==> src/rtl/piso_serializer_pkg.sv <==
// Shared serial-link definitions: FSM state encoding reused by the serializer
// and the downstream deserializer.
package piso_serializer_pkg;

  localparam int STATE_W = 2;

  typedef enum logic [STATE_W-1:0] {
    ST_IDLE   = 2'd0,
    ST_SHIFT  = 2'd1,
    ST_PARITY = 2'd2
  } state_t;

endpackage

==> src/rtl/ser_bit_counter.sv <==
// Modulo-N bit counter: clr has priority over en; wraps to 0 after N-1.
module ser_bit_counter #(
  parameter int N  = 8,
  parameter int CW = (N > 1) ? $clog2(N) : 1
) (
  input  logic          clk,
  input  logic          reset,
  input  logic          clr,
  input  logic          en,
  output logic [CW-1:0] count,
  output logic          last
);

  assign last = (count == CW'(N - 1));

  always_ff @(posedge clk or negedge reset) begin
    if (!reset) begin
      count <= '0;
    end else if (clr) begin
      count <= '0;
    end else if (en) begin
      count <= last ? '0 : count + CW'(1);
    end
  end

endmodule

==> src/rtl/piso_serializer.sv <==
// Parallel-in/serial-out serializer with valid/ready load and gapless framing.
// Define PARITY_EN to append an even-parity bit after each data word.
module piso_serializer #(
  parameter int WIDTH     = 8,
  parameter bit MSB_FIRST = 1'b1
) (
  input  logic             clk,
  input  logic             reset,
  input  logic [WIDTH-1:0] load_data,
  input  logic             load_valid,
  output logic             load_ready,
  output logic             ser_out,
  output logic             ser_valid,
  output logic             frame_done
);
  import piso_serializer_pkg::*;

  localparam int CW = (WIDTH > 1) ? $clog2(WIDTH) : 1;
`ifdef PARITY_EN
  localparam bit PAR = 1'b1;
  logic par;
`else
  localparam bit PAR = 1'b0;
`endif

  state_t         state;
  logic [WIDTH-1:0] shreg;
  logic [WIDTH-1:0] shifted;
  logic [CW-1:0]  count;
  logic           last;
  logic           accept;
  logic           load_bit;
  logic           next_bit;
  logic           pre_last;
  logic           frame_end;

  // frame_end marks a cycle in which a new word may be accepted (idle or final bit).
  always_comb begin
    accept    = load_valid & load_ready;
    shifted   = MSB_FIRST ? {shreg[WIDTH-2:0], 1'b0} : {1'b0, shreg[WIDTH-1:1]};
    load_bit  = MSB_FIRST ? load_data[WIDTH-1] : load_data[0];
    next_bit  = MSB_FIRST ? shifted[WIDTH-1] : shifted[0];
    pre_last  = (count == CW'(WIDTH - 2));
    frame_end = (state == ST_IDLE) || (state == ST_PARITY) ||
                ((state == ST_SHIFT) && last && !PAR);
  end

  ser_bit_counter #(.N(WIDTH), .CW(CW)) u_cnt (
    .clk   (clk),
    .reset (reset),
    .clr   (frame_end & accept),
    .en    (state == ST_SHIFT),
    .count (count),
    .last  (last)
  );

  always_ff @(posedge clk or negedge reset) begin
    if (!reset) begin
      state      <= ST_IDLE;
      shreg      <= '0;
      ser_out    <= 1'b0;
      ser_valid  <= 1'b0;
      frame_done <= 1'b0;
      load_ready <= 1'b0;
    end else if (frame_end) begin
      if (accept) begin
        state      <= ST_SHIFT;
        shreg      <= load_data;
        ser_out    <= load_bit;
        ser_valid  <= 1'b1;
        frame_done <= 1'b0;
        load_ready <= 1'b0;
      end else begin
        state      <= ST_IDLE;
        ser_out    <= 1'b0;
        ser_valid  <= 1'b0;
        frame_done <= 1'b0;
        load_ready <= 1'b1;
      end
    end else if (!last) begin
      shreg      <= shifted;
      ser_out    <= next_bit;
      frame_done <= pre_last & !PAR;
      load_ready <= pre_last & !PAR;
`ifdef PARITY_EN
    end else begin
      state      <= ST_PARITY;
      ser_out    <= par;
      frame_done <= 1'b1;
      load_ready <= 1'b1;
`endif
    end
  end

`ifdef PARITY_EN
  // par tracks the XOR of all bits shown so far in the current frame.
  always_ff @(posedge clk or negedge reset) begin
    if (!reset) begin
      par <= 1'b0;
    end else if (frame_end && accept) begin
      par <= load_bit;
    end else if ((state == ST_SHIFT) && !last) begin
      par <= par ^ next_bit;
    end
  end
`endif

endmodule
==> config.mk <==
export PLATFORM = sky130hd
export DESIGN_NAME = piso_serializer
export DESIGN_NICKNAME = d
export VERILOG_FILES = /design/src/rtl/piso_serializer_pkg.sv /design/src/rtl/ser_bit_counter.sv /design/src/rtl/piso_serializer.sv
export SDC_FILE = /design/constraint.sdc
export NUM_CORES = 1
export LEC_CHECK = 0
export ABC_AREA = 1
export CAP_MARGIN = 15
export CORE_MARGIN = 3
export CORE_UTILIZATION = 56
export CTS_BUF_LIST = sky130_fd_sc_hd__clkbuf_8
export DETAILED_ROUTE_END_ITERATION = 10
export HOLD_SLACK_MARGIN = 0.05
export PLACE_DENSITY = 0.86
export SYNTH_ARGS = -nofsm -noshare
export SYNTH_HDL_FRONTEND = slang
export SYNTH_SLANG_ARGS = --single-unit
==> constraint.sdc <==
create_clock -name clk -period 3.5 [get_ports clk]
set_input_delay 0.7 -clock clk [delete_from_list [all_inputs] [get_ports clk]]
set_output_delay 0.7 -clock clk [all_outputs]
set_load 0.1 [all_outputs]
After elaboration in Yosys (flattened, before gate mapping)
Index checks and enable logic that the tools add are counted.
{"block": "totals", "wordCells": 37, "out_inout_bits": 4, "register_bits": 16}
{"block": "op_classes", "reduce_logical": 6, "bitwise": 2, "eq_ne": 6, "n_mux": 15, "addsub": 1}
{"cell": "two-way mux 7 bit", "count": 3}
{"cell": "two-way mux 1 bit", "count": 9}
{"cell": "two-way mux 3 bit", "count": 3}
{"cell": "equality test 3 bit, second input constant", "count": 2}
{"cell": "adder 3 x 1 -> 3 bit, second input constant", "count": 1}
{"cell": "bitwise AND 1 bit", "count": 2}
{"cell": "equality test 2 x 1 -> 1 bit, second input constant", "count": 1}
{"cell": "equality test 2 bit, second input constant", "count": 1}
{"cell": "zero test 2 bit", "count": 1}
{"cell": "logical OR 1 bit", "count": 2}
{"cell": "inequality test 2 x 1 -> 1 bit, second input constant", "count": 1}
{"cell": "inequality test 2 bit, second input constant", "count": 1}
{"cell": "AND reduction 2 bit", "count": 1}
{"cell": "nonzero test 2 bit", "count": 1}
{"cell": "logical AND 1 bit", "count": 1}

Longest topological paths before layout
Gate-level depths: netlist (run 1).
{"block": "logic_depth", "word_depth": 5, "ltp_mapped": 9}

Cells and area by module
Synthesis (run 1) repeated with hierarchy kept, for this count alone.
{"block": "unflattened", "cells_unflattened": 70, "area_unflattened_um2": 649.4}
{"module": "piso_serializer", "area_each_um2": 498.0, "n_inst": 1, "cells_per_inst": 53}
{"module": "ser_bit_counter", "area_each_um2": 151.4, "n_inst": 1, "cells_per_inst": 17}

Worst setup path before layout (run 1)
Ideal clock, no wire load.
{"block": "synth_timing", "path_type": "register -> output", "start": "reg ser_valid", "end": "out ser_valid", "arrival_ns": 0.967, "setup_slack_ns": 1.833, "n_path_buf": 0, "required_ns": 2.800, "path_stages_with_launch": 1, "cell_sequence": "dfrtp_1"}
{"item": "start: declaration", "line_no": "piso_serializer.sv:13", "text": "output logic ser_valid,"}
{"item": "start signal: assignment", "line_no": "piso_serializer.sv:62", "text": "ser_valid <= 1'b0;"}
{"item": "start signal: assignment", "line_no": "piso_serializer.sv:70", "text": "ser_valid <= 1'b1;"}
{"item": "start signal: assignment", "line_no": "piso_serializer.sv:76", "text": "ser_valid <= 1'b0;"}
No word-level cell between the ends.

Worst setup path after layout (run 1)
{"block": "layout_timing", "start": "reg load_ready", "end": "out load_ready"}
{"item": "start: declaration", "line_no": "piso_serializer.sv:11", "text": "output logic load_ready,"}
{"item": "start signal: assignment", "line_no": "piso_serializer.sv:84", "text": "load_ready <= pre_last & !PAR;"}
No word-level cell between the ends.

==> results of run 1 <==
Yosys cell counts, drive strengths merged:
master / instances / share of area (%)
a21oi: 1 / 1.1
buf: 2 / 3.4
dfrtp: 14 / 46
ha: 4 / 6.6
inv: 7 / 4.4
nand2: 40 / 23
nand3: 14 / 11
nor2: 5 / 2.8
o21ai: 2 / 1.8
metrics by stage:
stage,util (%),std cells,setup WS [ps]
2_1_floorplan,-,89,1830
3_3_place_gp,75.1,115,1350
3_5_place_dp,75.1,115,1340
5_1_grt,78.6,118,1050
6_report,78.6,118,1090
4_1_cts,78.6,118,1080
kinds of logic after synthesis:
kind of cell	count (synthesis)	synth area share (%)
AND/OR/NAND/NOR	59	36.6
flip-flops	14	46.0
buffers and inverters	9	7.88
adder cells (fa/ha/maj)	4	6.57
AO/OA/AOI/OAI	3	2.96
path summary, 6_finish.rpt:
path	cells after the start	startpoint	endpoint	slack (ps)
max	1	load_ready	load_ready	1090
min	2	shreg[6]	ser_out	490
max reg2reg	8	u_cnt.count[1]	shreg[3]	1900
min reg2reg	2	shreg[6]	ser_out	490
max in group asynchronous	1	reset	shreg[6]	2280
min in group asynchronous	1	reset	u_cnt.count[2]	840
state kept, by name (all words and copies together) (netlist names):
name,cells
frame_done,1
load_ready,1
ser_out,1
ser_valid,1
shreg,7
u_cnt.count,3
per-layer routing:
layer	GRT usage, %	up-vias	share of wire, %
met4	10.6	0	2.0
met2	27.2	13	48
met5	0	-	0
met1	25.3	282	46
li1	-	316	-
met3	5.08	4	4.1
power breakdown:
group | internal (uW) | switching (uW)
sequential | 237 | 61.2
clock | 75.9 | 51.1
combinational | 175 | 393
placed cells by master, fill, tap and decap left out, drive strengths merged:
cell,instances
clkdlybuf4s50,13
a21oi,1
inv,7
nor2,5
buf,1
nand2,40
ha,4
clkbuf,3
nand3,14
o21ai,2
dfrtp,14
layout make-up:
class                           instances  share of cell area [%]
Sequential cell                        14                    37.6
Clock buffer                            3                    4.43
Multi-Input combinational cell         66                    37.7
Inverter                                7                    3.62
Tap cell                               14                    1.88
Timing Repair Buffer                   14                    14.8
==> results.toml, run 1 <==
[drt]
routed_wl_mm = 1.42
drt_iter0_markers = 27
postRouteAntennaNets = 0
routedWlPerCell_um = 12.1
avgViaCountPerCell = 5.21
drt_pre_antenna_iters = 4
vias = 615
post-route-drc-count = 0

[timing]
rsz0062_at_grt = "false"
setup_viol = 0
holdWs_ps = 495
timing.fmax_mhz = 414
post-route-period-util_pct = 69.0
worst_pin_slew_ps = 971
relSlewSlack_pct = 35.0
maxSlewViolCount = 0
fin_worst_skew_ps = 1.98
hold_viol_final = 0
tns_ps = 0
finalCriticalPeriod_ps = 2410

[clocking]
clk_pin_slew_ps = 50
ctsRootBufferMaster = "clkbuf_8"
clock_path_buffers = 2
cts_hold_buf = 0
cts_tree = "built"
numCtsBuffers = 3
worst_skew_pair.late_latency_ps = 240
postCtsResizedCells = 0
cts.sinks = 14
post-cts-setup-buffers = 0
cts_htree_levels = 1

[critical_path]
worstPathCellList = "clkdlybuf4s50_1"
path_class = "flip-flop to output pin"
cp_slowest_cell = "clkdlybuf4s50_1"
crit_arrival_ps = 1710
worstPathMaxFanout = 2
cp-end-kind = "output pin"
start_kind = "flip-flop"
worstPathRequired_ps = 2800
path_delay_family = "buffers and inverters"
crit_buf_inv = 1
slowest_delay_ps = 1130

[final_layout]
n_antenna_cell = 0
multi_input_area_sq_um = 352
num-fill-cells = 85
layout.nets = 121
layout-drive-gt1-share_pct = 13.5
synthToLayoutAreaGrowth_pct = 22.3
regArea_sq_um = 350
final_cell_area_sq_um = 932

[floorplan]
core-area_sq_um = 1190
die_h_um = 42.9
initial_core_util_pct = 64.2
rows = 12
num_io_pins = 15
die_x_um = 42.9
dieArea_sq_um = 1840

[global_route]
grt_max_degree = 15
overflow = 0
grt_pass1_vias = 576
track_usage_pct = 18.9
antenna_found_initial = 0
grt_pass1_wl_mm = 2.51

[logic_synthesis]
postSynthAreaPerCell_sq_um = 8.56
yosys_warnings = 0
syn-cell-area_sq_um = 762
synth_fp_nets = 104
synth_seq_area_share_pct = 46.0
syn_inst = 89
yosysUniqueCellTypes = 17
synth_seq_cells = 14

[place]
postPlaceCellArea_sq_um = 891
port_buffers = 14
place.gp.congestion = 0.818
hpwlAfterDp_mm = 1.07

[power]
total_power_uw = 993
power.density_nw_per_um2 = 1070
irDropWorstVdd_v = 0.000680
leakage_uw = 0.000505

[status]
status = "completed"

[min_path]
hold_class = "flip-flop to flip-flop"

[flow_run]
maxCapViolCount = 0
No activity file was read; power rests on OpenSTA's default activity.
==> run 2, diff against run 1 <==
Settings changed: CORE_UTILIZATION 56 to 47, PLACE_DENSITY 0.86 to 0.77.
Clock period 3.5 ns to 1.99 ns, I/O delays scaled along.
==> run 2 against run 1 <==
Against the previous run: sequential power up 76%; core utilization shrank 11 points; critical path type unchanged; die area up 16%; highest routed layer unchanged; clock-buffer cell count increased by 1; worst setup slack lost 670 ps.
==> results.toml, run 2 (synthesized netlist as in run 1, its figures left out) <==
[critical_path]
cp_slowest_cell = "dfrtp_1"
path_class = "flip-flop to output pin"
slowest_delay_ps = 690
ff2ff_path_depth = 8
rrSetupSlack_ps = 420
worstPathCellList = "buf_12"
path_delay_family = "flip-flops"
worstPathMaxFanout = 12
crit_arrival_ps = 1180
worstReg2RegStart = "u_cnt.count[1]"
reg2reg_to = "shreg[6]"
worstPathRequired_ps = 1590
cp-end-kind = "output pin"
start_kind = "flip-flop"
crit_buf_inv = 1

[clocking]
post-cts-setup-buffers = 0
cts_htree_levels = 1
clk_pin_slew_ps = 50
worst_skew_pair.late_latency_ps = 240
cts_hold_buf = 0
postCtsResizedCells = 0
numCtsBuffers = 3
cts.sinks = 14
cts_tree = "built"
ctsRootBufferMaster = "clkbuf_8"
clock_path_buffers = 2

[final_layout]
n_antenna_cell = 0
mostFrequentLayoutCell = "nand2_1"
layout-drive-gt1-share_pct = 17.1
final_cell_mix = "nand2_1, dfrtp_1, nand3_1, clkdlybuf4s50_1, inv_1"
final_cell_area_sq_um = 952
final_cells = 120
synthToLayoutAreaGrowth_pct = 25.0
largest_register_ffs = 7
top_register = "shreg"
layout.nets = 121
num-fill-cells = 117
top_regs = "shreg (7), u_cnt.count (3)"

[power]
irDropWorstVdd_v = 0.00119
leakage_uw = 0.000522
total_power_uw = 1800
power.density_nw_per_um2 = 1890

[place]
placed_cells = 116
pre_cts_ws_ps = 433
hpwlAfterDp_mm = 1.06
port_buffers = 14
postPlaceCellArea_sq_um = 897
place.gp.congestion = 0.774

[status]
status = "completed"

[timing]
worst_slack_ps = 413
hold_viol_final = 0
rsz0062_at_grt = "false"
setup_viol = 0
finalCriticalPeriod_ps = 1580
post-route-period-util_pct = 79.2
relSlewSlack_pct = 58.2
tns_ps = 0
fin_worst_skew_ps = 0.535
worst_pin_slew_ps = 625
timing.fmax_mhz = 634
maxSlewViolCount = 0

[drt]
postRouteAntennaNets = 0
post-route-drc-count = 0
avgViaCountPerCell = 5.21
drt_pre_antenna_iters = 4
routed_wl_mm = 1.41
vias = 625
drt_iter0_markers = 10
routedWlPerCell_um = 11.8

[min_path]
hold_class = "flip-flop to flip-flop"
hold-path-endpoint = "ser_out"
holdCritStartpoint = "shreg[6]"
hold_depth = 2

[floorplan]
dieArea_sq_um = 2140
rows = 13
die_x_um = 46.3
num_io_pins = 15
core-area_sq_um = 1420
die_h_um = 46.3
initial_core_util_pct = 53.8

[global_route]
grt_pass1_wl_mm = 2.36
antenna_found_initial = 0
track_usage_pct = 15.9
grt_max_degree = 15
grt_pass1_vias = 561
overflow = 0

[flow_run]
maxCapViolCount = 0
[run 2: changes by cell type in the layout (fill, tap and decap cells not counted)]
cell,before,now
clkdlybuf4s50_1,13,10
buf_4,1,3
buf_12,0,1
clkbuf_8,3,4
[run 2: through the flow]
stage | util, % | hold WS (ps)
final | 67.3 | 496
after global routing | 67.3 | 538
after CTS | 67.3 | 505
after detailed placement | 63.4 | 493
after global placement | 63.4 | 492
after floorplan | - | 102
[run 2: how the worst max path moves through the flow]
stage                               from         to  slack (ps)  cells past startpoint
after global placement    u_cnt.count[1]   shreg[3]         480                      8
after CTS                      ser_valid  ser_valid         410                      1
after global routing      u_cnt.count[1]   shreg[1]         310                      8
after floorplan               load_ready   shreg[1]         350                      6
after detailed placement  u_cnt.count[1]   shreg[2]         430                      8
final                          ser_valid  ser_valid         410                      1
[run 2: worst reg2reg max path: cells and delay by family, from the launching register on]
family	cells	cell delay (ps)
flops	1	400
fa+ha+maj	2	420
simple gates	5	530
buf+inv	1	120
[run 2: layer usage]
metal	part of all wire, %	vias up	GRT usage, %
met2	44	23	23.1
met4	0.85	0	6.25
li1	-	313	-
met1	47	287	20.9
met5	0	-	0
met3	8.3	2	6.25
[run 2: power by group]
part / leakage (uW) / internal (uW) / switching (uW)
Clock: 0.0000288 / 175 / 94.6
Sequential: 0.000174 / 417 / 107
Combinational: 0.000319 / 320 / 686
Total: 0.000522 / 912 / 887
[run 2: layout make-up]
cell class	instances	area, sq um	area share, %
multi-input cells	66	352	36.9
well taps	15	18.8	1.97
repair buffers	14	143	15.0
flip-flops and latches	14	350	36.8
clock buffers	4	55.1	5.78
inverters	7	33.8	3.55
